[src/rtl/pattern_match_stream.sv]
// Streaming bit-pattern matcher with programmable pattern/mask, cross-word
// matching, overlap / non-overlap modes and a saturating hit counter.
module pattern_match_stream #(
  parameter int unsigned DATA_SIZE = 32,
  parameter int unsigned PAT_MAX   = 16,
  parameter int unsigned CNT_W     = 16
) (
  input  logic                         clk,
  input  logic                         rstb,
  input  logic                         clear,
  input  logic                         cfg_we,
  input  logic [PAT_MAX-1:0]           cfg_pattern,
  input  logic [PAT_MAX-1:0]           cfg_mask,
  input  logic                         cfg_nonovl,
  input  logic                         in_valid,
  output logic                         in_ready,
  input  logic [DATA_SIZE-1:0]         in_data,
  output logic                         out_valid,
  input  logic                         out_ready,
  output logic [DATA_SIZE-1:0]         out_data,
  output logic [DATA_SIZE-1:0]         out_hits,
  output logic                         out_match,
  output logic [$clog2(DATA_SIZE)-1:0] out_first,
  output logic [CNT_W-1:0]             hit_total
);

  localparam int unsigned FIRST_W = $clog2(DATA_SIZE);
  localparam int unsigned HIST_W  = PAT_MAX - 1;
  localparam int unsigned EXT_W   = DATA_SIZE + HIST_W;
  localparam int unsigned SEEN_W  = $clog2(PAT_MAX);
  localparam int unsigned POP_W   = $clog2(DATA_SIZE + 1);
  localparam int unsigned SUM_W   = ((CNT_W > POP_W) ? CNT_W : POP_W) + 1;

  logic [HIST_W-1:0]    hist;
  logic [SEEN_W-1:0]    seen;
  logic [SEEN_W-1:0]    skip;
  logic [PAT_MAX-1:0]   pattern;
  logic [PAT_MAX-1:0]   mask;
  logic                 nonovl;

  logic                 accept;
  logic                 restart;
  logic [EXT_W-1:0]     ext;
  logic [PAT_MAX-1:0]   win;
  logic [DATA_SIZE-1:0] qual;
  logic [DATA_SIZE-1:0] hits_c;
  logic [SEEN_W-1:0]    s;
  logic [SEEN_W-1:0]    skip_nxt;
  logic [POP_W-1:0]     pop;
  logic [FIRST_W-1:0]   first_c;
  logic                 found;
  logic [SUM_W-1:0]     sum;
  logic [CNT_W-1:0]     total_nxt;

  // Handshake: a restart cycle never accepts a word
  assign in_ready = (!out_valid || out_ready) && !cfg_we && !clear;
  assign accept   = in_valid && in_ready;
  assign restart  = cfg_we || clear;

  // Window compare, start-of-stream qualification and match-mode selection
  always_comb begin
    ext      = {in_data, hist};
    win      = '0;
    qual     = '0;
    hits_c   = '0;
    s        = skip;
    skip_nxt = '0;
    for (int unsigned j = 0; j < DATA_SIZE; j++) begin
      win = ext[j +: PAT_MAX];
      if ((((win ^ pattern) & mask) == '0) && ((32'(seen) + j) >= HIST_W)) begin
        qual[j] = 1'b1;
      end
    end
    if (nonovl) begin
      // A hit blocks the next PAT_MAX-1 positions, carried across words
      for (int unsigned j = 0; j < DATA_SIZE; j++) begin
        if (qual[j] && (s == '0)) begin
          hits_c[j] = 1'b1;
          s         = SEEN_W'(HIST_W);
        end else if (s != '0) begin
          s = s - SEEN_W'(1);
        end
      end
      skip_nxt = s;
    end else begin
      hits_c = qual;
    end
  end

  // Hit statistics: popcount, lowest hit index, clamped running total
  always_comb begin
    pop     = '0;
    first_c = '0;
    found   = 1'b0;
    for (int unsigned j = 0; j < DATA_SIZE; j++) begin
      pop = pop + POP_W'(hits_c[j]);
      if (hits_c[j] && !found) begin
        first_c = FIRST_W'(j);
        found   = 1'b1;
      end
    end
    sum = SUM_W'(hit_total) + SUM_W'(pop);
    if (sum > SUM_W'({CNT_W{1'b1}})) begin
      total_nxt = '1;
    end else begin
      total_nxt = CNT_W'(sum);
    end
  end

  // Stream history, seen and skip state; cleared on restart
  always_ff @(posedge clk or negedge rstb) begin
    if (!rstb) begin
      hist <= '0;
      seen <= '0;
      skip <= '0;
    end else if (restart) begin
      hist <= '0;
      seen <= '0;
      skip <= '0;
    end else if (accept) begin
      hist <= in_data[DATA_SIZE-1 -: HIST_W];
      seen <= SEEN_W'(HIST_W);
      skip <= skip_nxt;
    end
  end

  // Runtime configuration registers
  always_ff @(posedge clk or negedge rstb) begin
    if (!rstb) begin
      pattern <= '0;
      mask    <= '0;
      nonovl  <= 1'b0;
    end else if (cfg_we) begin
      pattern <= cfg_pattern;
      mask    <= cfg_mask;
      nonovl  <= cfg_nonovl;
    end
  end

  // Output word registers and valid handshake
  always_ff @(posedge clk or negedge rstb) begin
    if (!rstb) begin
      out_valid <= 1'b0;
      out_data  <= '0;
      out_hits  <= '0;
      out_match <= 1'b0;
      out_first <= '0;
    end else if (clear) begin
      out_valid <= 1'b0;
    end else if (accept) begin
      out_valid <= 1'b1;
      out_data  <= in_data;
      out_hits  <= hits_c;
      out_match <= |hits_c;
      out_first <= first_c;
    end else if (out_ready) begin
      out_valid <= 1'b0;
    end
  end

  // Saturating hit counter
  always_ff @(posedge clk or negedge rstb) begin
    if (!rstb) begin
      hit_total <= '0;
    end else if (clear) begin
      hit_total <= '0;
    end else if (accept) begin
      hit_total <= total_nxt;
    end
  end

endmodule
[config.mk]
export PLATFORM = sky130hd
export DESIGN_NAME = pattern_match_stream
export DESIGN_NICKNAME = d
export VERILOG_FILES = /design/src/rtl/pattern_match_stream.sv
export SDC_FILE = /design/constraint.sdc
export NUM_CORES = 1
export LEC_CHECK = 0
export ABC_AREA = 1
export BUFFER_PORTS_ARGS = -buffer_cell sky130_fd_sc_hd__buf_2
export CELL_PAD_IN_SITES_DETAIL_PLACEMENT = 1
export CELL_PAD_IN_SITES_GLOBAL_PLACEMENT = 2
export CORE_MARGIN = 5
export CORE_UTILIZATION = 37
export CTS_BUF_LIST = sky130_fd_sc_hd__clkbuf_2
export DETAILED_ROUTE_END_ITERATION = 7
export PLACE_DENSITY = 0.95
export REMOVE_ABC_BUFFERS = 1
export SLEW_MARGIN = 20
export SYNTH_ARGS = -nofsm -noshare
export SYNTH_HDL_FRONTEND = slang
export SYNTH_SLANG_ARGS = --single-unit
[constraint.sdc]
create_clock -name clk -period 55.9 [get_ports clk]
set_input_delay 11.18 -clock clk [delete_from_list [all_inputs] [get_ports clk]]
set_output_delay 11.18 -clock clk [all_outputs]
set_load 0.01 [all_outputs]
== Yosys cells after proc, flatten, opt, wreduce, memory -nomap -nowiden ==
Cells that the tools add are included.

* Add/subtract/negate cells: 95
* Multiply operators: 0
* Divide/modulo/power cells: 0
* Order comparisons: 33
* Equal/unequal tests: 0
* Shifts and indexed selects: 0
* Multiplexer cells: 235
* Bitwise logic cells: 65
* Reductions and logical operators: 235

{| class="wikitable"
|+ Operator list
! operator !! count
|-
| $and A16 B16 Y16 || 32
|-
| $logic_not A16 Y1 || 32
|-
| $xor A16 B16 Y16 || 32
|-
| $mux W4 || 100
|-
| $add A6 B1 Y6 || 26
|-
| $mux W5 || 30
|-
| $logic_not A4 Y1 || 32
|-
| $reduce_bool A4 Y1 || 32
|-
| $sub A4 B1 Y4 const B || 32
|-
| $mux W1 || 99
|-
| $logic_and A1 B1 Y1 || 98
|-
| $add A4 B5 Y6 const B || 16
|-
| $ge A6 B4 Y1 const B || 16
|-
| $ge A5 B4 Y1 const B || 15
|-
| $mux W16 || 3
|-
| $add A4 B4 Y5 const B || 8
|-
| $logic_not A1 Y1 || 34
|-
| $mux W32 || 1
|-
| $reduce_or A32 Y1 || 1
|-
| $mux W15 || 2
|-
| $add A4 B3 Y5 const B || 4
|-
| $add A16 B6 Y17 || 1
|-
| $gt A17 B16 Y1 const B || 1
|-
| $add A4 B2 Y5 const B || 2
|-
| other kinds (12) || 14
|}

* Flip-flop bits (word level): 143
* Latch bits: 0
* Memory bits (writable): 0
* Memory bits (read-only): 0
* Word-level logic and storage cells: 675
* Memories: 0

== Depth between registers and ports, before layout ==
* Word-level depth: 226
* Gate-level depth with buffers: 242
* Depth with buffers taken out: 241

== Least setup slack after synthesis ==
Ideal clock, no wire load.

* Path kind: input to register
* Start: input port in_data[0]
* End: register hit_total[14]
* Library setup time: 139 ps
* Arrival time: 37,396 ps
* Data required time: 55,761 ps
* Slack: 18,364 ps
* Cell stages on the path: 229
* Buffers on the path: 2
* Path through: buf_6 inv_6 nand2_2 nand3_1 nand2_2 nor2_2 nand2_2 nor2_4 nand3_4 nand2_1 inv_1 ha_1 nand2_1 inv_2 nand3_4 nand2_2 nand2_2 inv_2 [193 not listed] inv_1 fa_1 inv_1 fa_1 nor2_1 o21ai_0 nand2_1 a21oi_1 o21bai_1 a21oi_1 nor2_1 nand2_1 nor2_1 inv_1 nor2_1 inv_1 o311ai_0 o21ai_0

* Cells in the longest elaborated chain, start to end: 138
* Elaborated cells between the ends (all ways): 364
* Classes of those cells: 62 x add/sub; 1 x order compare; 144 x mux; 32 x bitwise; 125 x reduce/logical

{| class="wikitable"
|+ RTL lines
! element !! line !! source
|-
| from (decl) || 17 || <nowiki>input logic [DATA_SIZE-1:0] in_data,</nowiki>
|-
| $xor A16 B16 Y16 || 70 || <nowiki>if ((((win ^ pattern) & mask) == '0) && ((32'(seen) + j) >= HIST_W)) begin</nowiki>
|-
| $and A16 B16 Y16 || 70 ||
|-
| $logic_not A16 Y1 || 70 ||
|-
| $logic_and A1 B1 Y1 || 70 ||
|-
| $mux W1 || 70 ||
|-
| $logic_and A1 B1 Y1 || 77 || <nowiki>if (qual[j] && (s == '0)) begin</nowiki>
|-
| $mux W4 || 77 ||
|-
| $mux W4 || 74 || <nowiki>if (nonovl) begin</nowiki>
|-
| [122 not listed] || n/a ||
|-
| $mux W1 || 77 ||
|-
| $mux W32 * || 74 ||
|-
| $add A6 B1 Y6 * || 96 || <nowiki>pop = pop + POP_W'(hits_c[j]);</nowiki>
|-
| $add A16 B6 Y17 * || 102 || <nowiki>sum = SUM_W'(hit_total) + SUM_W'(pop);</nowiki>
|-
| $gt A17 B16 Y1 || 103 || <nowiki>if (sum > SUM_W'({CNT_W{1'b1}})) begin</nowiki>
|-
| $mux W16 * || 103 ||
|-
| $mux W16 * || 167 || <nowiki>end else if (accept) begin</nowiki>
|-
| $mux W16 * || 165 || <nowiki>end else if (clear) begin</nowiki>
|-
| to (signal assigned) || 168 || <nowiki>hit_total <= total_nxt;</nowiki>
|-
| to (decl) || 24 || <nowiki>output logic [CNT_W-1:0] hit_total</nowiki>
|}

Every way passes the cells marked *; elsewhere a longest branch is shown, timed or not. The select of a mux whose other input is x is not followed.
A chain may end at the register's enable or synchronous reset.

== Worst setup path after layout ==
* Start: input port in_data[0]
* End: register hit_total[3]

Same word-level chain as after synthesis.

==> results.yml <==
synthesis:
  synth_cells: 3411
  synth_area_um2: 20780
  postSynthAreaPerCell_um2: 6.093
  synth_edf_count: 0
  postSynth.topFlopCell: "dfrtp_1"
  yosys_warnings: 0
  ys_seq_elements: 140
  synth.distinct_cells: 72
  synthArstFlopShare: 1.000
  yosysSeqAreaShare: 0.1686
sta:
  post-route-min-period_ns: 40.03
  finalCritPeriodShare: 0.7161
  final.setup.tns_ns: 0
  slew_violations: 0
  rsz0062_at_grt: "no"
  slew-limit-headroom: 0.3503
  hold_viol: 0
  tightest_slew_ns: 0.9657
  setup_viol: 0
  fin_skew_ns: 0.1003
  timing.fmax_mhz: 24.98
placed_design:
  port_buffers: 158
  place_hpwl_um: 63490
  place.gp.congestion: 0.9280
worst_hold_path:
  whs_path_depth: 2
  hold_path.class: "reg2reg"
  hp-start: "out_data[27]"
  hold_end: "out_data[27]"
drt:
  drc: 0
  drt-initial-drc-count: 2096
  dr.pass1.iters: 5
  wirelength_um: 89170
  vias: 24264
  via_per_inst: 5.862
  wire_per_inst_um: 21.54
  ant_nets: 0
clock_tree:
  cts_tree: "built"
  htree_levels: 4
  post_cts.repair.setup_buffers: 0
  ctsHoldBuffers: 0
  postCtsResizedCells: 0
  clk_latency_ns: 1.12
  clockBufferDepth: 2
  clkTransAtPathRegs_ns: 0.28
  root_buffer: "clkbuf_2"
  clkSinkCount: 140
  cts_buffers: 17
final_layout:
  final_cell_mix: "592 x o21ai_0, 583 x nand2_1, 532 x a21oi_1, 284 x inv_1"
  synthToLayoutAreaGrowth_pct: 5.478
  regArea_um2: 3505
  fin_nets: 3521
  fillers: 7586
  drive_above_1_share: 0.1913
  layout_commonest_cell: "o21ai_0"
  multi_input_area_um2: 14590
floorplan:
  rows: 86
  core-area_um2: 55420
  initial_core_util: 0.3751
  io_pins: 159
  die_y_um: 247.0
  die-area_um2: 61010
  die_w_um: 247.0
critical_path:
  ff2ff_path_depth: 231
  cpPeakStageDelay_ns: 0.56
  crit_top_cell: "nand2_2"
  end_kind: "register"
  critPathKind: "in2reg"
  r2r_start: "hist[14]"
  rr_endpoint: "hit_total[3]"
  cp_data_required_time_ns: 56.92
  cp_max_fo: 18
  crit_path_start_kind: "primary input"
  cp.arrival_ns: 41.05
  r2r_slack_ns: 25.03
  critical-path-slowest-cell: "fa_1"
global_route:
  grt_overflow: 0
  grt_start_max_net_pins: 90
  track_usage: 0.2865
  antenna_found_initial: 3
  grt_first_pass_wirelength_um: 137300
  grt_pass1_vias: 23559
flow_run:
  drv_cap: 0
run_status:
  status: "finished clean"
## registers in the layout, indices dropped and copies added, names as in the netlist
register / flops
nonovl: 1
hit_total: 16
out_first: 5
pattern: 16
out_match: 1
skip: 4
hist: 15
mask: 16
seen: 1
out_valid: 1
out_hits: 32
out_data: 32
## cells by family after synthesis
logic type | synth area share
multiplexers | 0.0004816
AO/OA/AOI/OAI | 0.2970
XOR/XNOR | 0.002107
AND/OR/NAND/NOR | 0.3476
buffers and inverters | 0.1297
flip-flops | 0.1686
adder cells (fa/ha/maj) | 0.05454
## worst max-delay path, delay by kind of cell
kind,cells,cell delay (ns)
fa+ha+maj,38,9.06
buf+inv,49,4.94
compound gates,12,1.71
simple gates,132,14.01
## synthesized netlist by cell type (17+ instances only)
master | instances | area share
a21oi_1 | 532 | 0.13
buf_1 | 17 | 0.0031
buf_6 | 18 | 0.0098
clkbuf_1 | 202 | 0.036
dfrtp_1 | 140 | 0.17
fa_1 | 26 | 0.025
ha_1 | 49 | 0.029
inv_1 | 284 | 0.051
inv_2 | 52 | 0.0094
nand2_1 | 584 | 0.11
nand2_2 | 153 | 0.046
nand2_4 | 39 | 0.021
nand3_1 | 157 | 0.038
nand3_2 | 43 | 0.021
nand4_1 | 89 | 0.027
nor2_1 | 150 | 0.027
nor2_2 | 29 | 0.0087
nor2_4 | 18 | 0.0098
nor4_1 | 49 | 0.015
o21ai_0 | 592 | 0.14
## layer usage
layer | vias up | share of wire | global-route usage
met5 | - | 0 | 0
met4 | 0 | 0.047 | 0.1351
met3 | 225 | 0.081 | 0.05166
met2 | 1035 | 0.45 | 0.4616
met1 | 11583 | 0.42 | 0.3721
li1 | 11421 | - | -
## worst max path at each step
| stage | from | endpoint | slack (ns) | depth (start not counted) |
|---|---|---|---|---|
| 3_3_place_gp | in_data[0] | hit_total[3] | 16.37 | 230 |
| 3_5_place_dp | in_data[0] | hit_total[3] | 14.87 | 231 |
| 2_1_floorplan | in_data[0] | hit_total[3] | 18.47 | 226 |
| 5_1_grt | in_data[0] | hit_total[11] | 13.11 | 231 |
| 4_1_cts | in_data[0] | hit_total[3] | 16.05 | 231 |
| 6_report | in_data[0] | hit_total[3] | 15.87 | 231 |
## through the flow
| stage | std cells | util | hold WS, ns | setup WS, ns | area, um2 |
|---|---|---|---|---|---|
| 6_report | 4139 | 0.3956 | 0.5105 | 15.87 | 21920 |
| 5_1_grt | 4138 | 0.3956 | 0.5335 | 13.11 | 21920 |
| 4_1_cts | 4136 | 0.3955 | 0.5177 | 16.05 | 21910 |
| 3_5_place_dp | 4104 | 0.3903 | 0.4598 | 14.87 | 21630 |
| 3_3_place_gp | 4104 | 0.3903 | 0.4571 | 16.37 | 21630 |
| 2_1_floorplan | 3148 | - | 0.4692 | 18.47 | 19510 |
## final cells by class
cell class / count / share of cell area
Multi-Input combinational cell: 2643 / 0.6656
Sequential cell: 140 / 0.1599
Inverter: 365 / 0.06495
Timing Repair Buffer: 208 / 0.05348
Tap cell: 748 / 0.04269
Clock inverter: 15 / 0.009189
Clock buffer: 17 / 0.003881
Antenna cell: 3 / 0.0003424
Power is not shown: default switching activity piles up to over one toggle a cycle in this logic, so the estimate is an artifact.
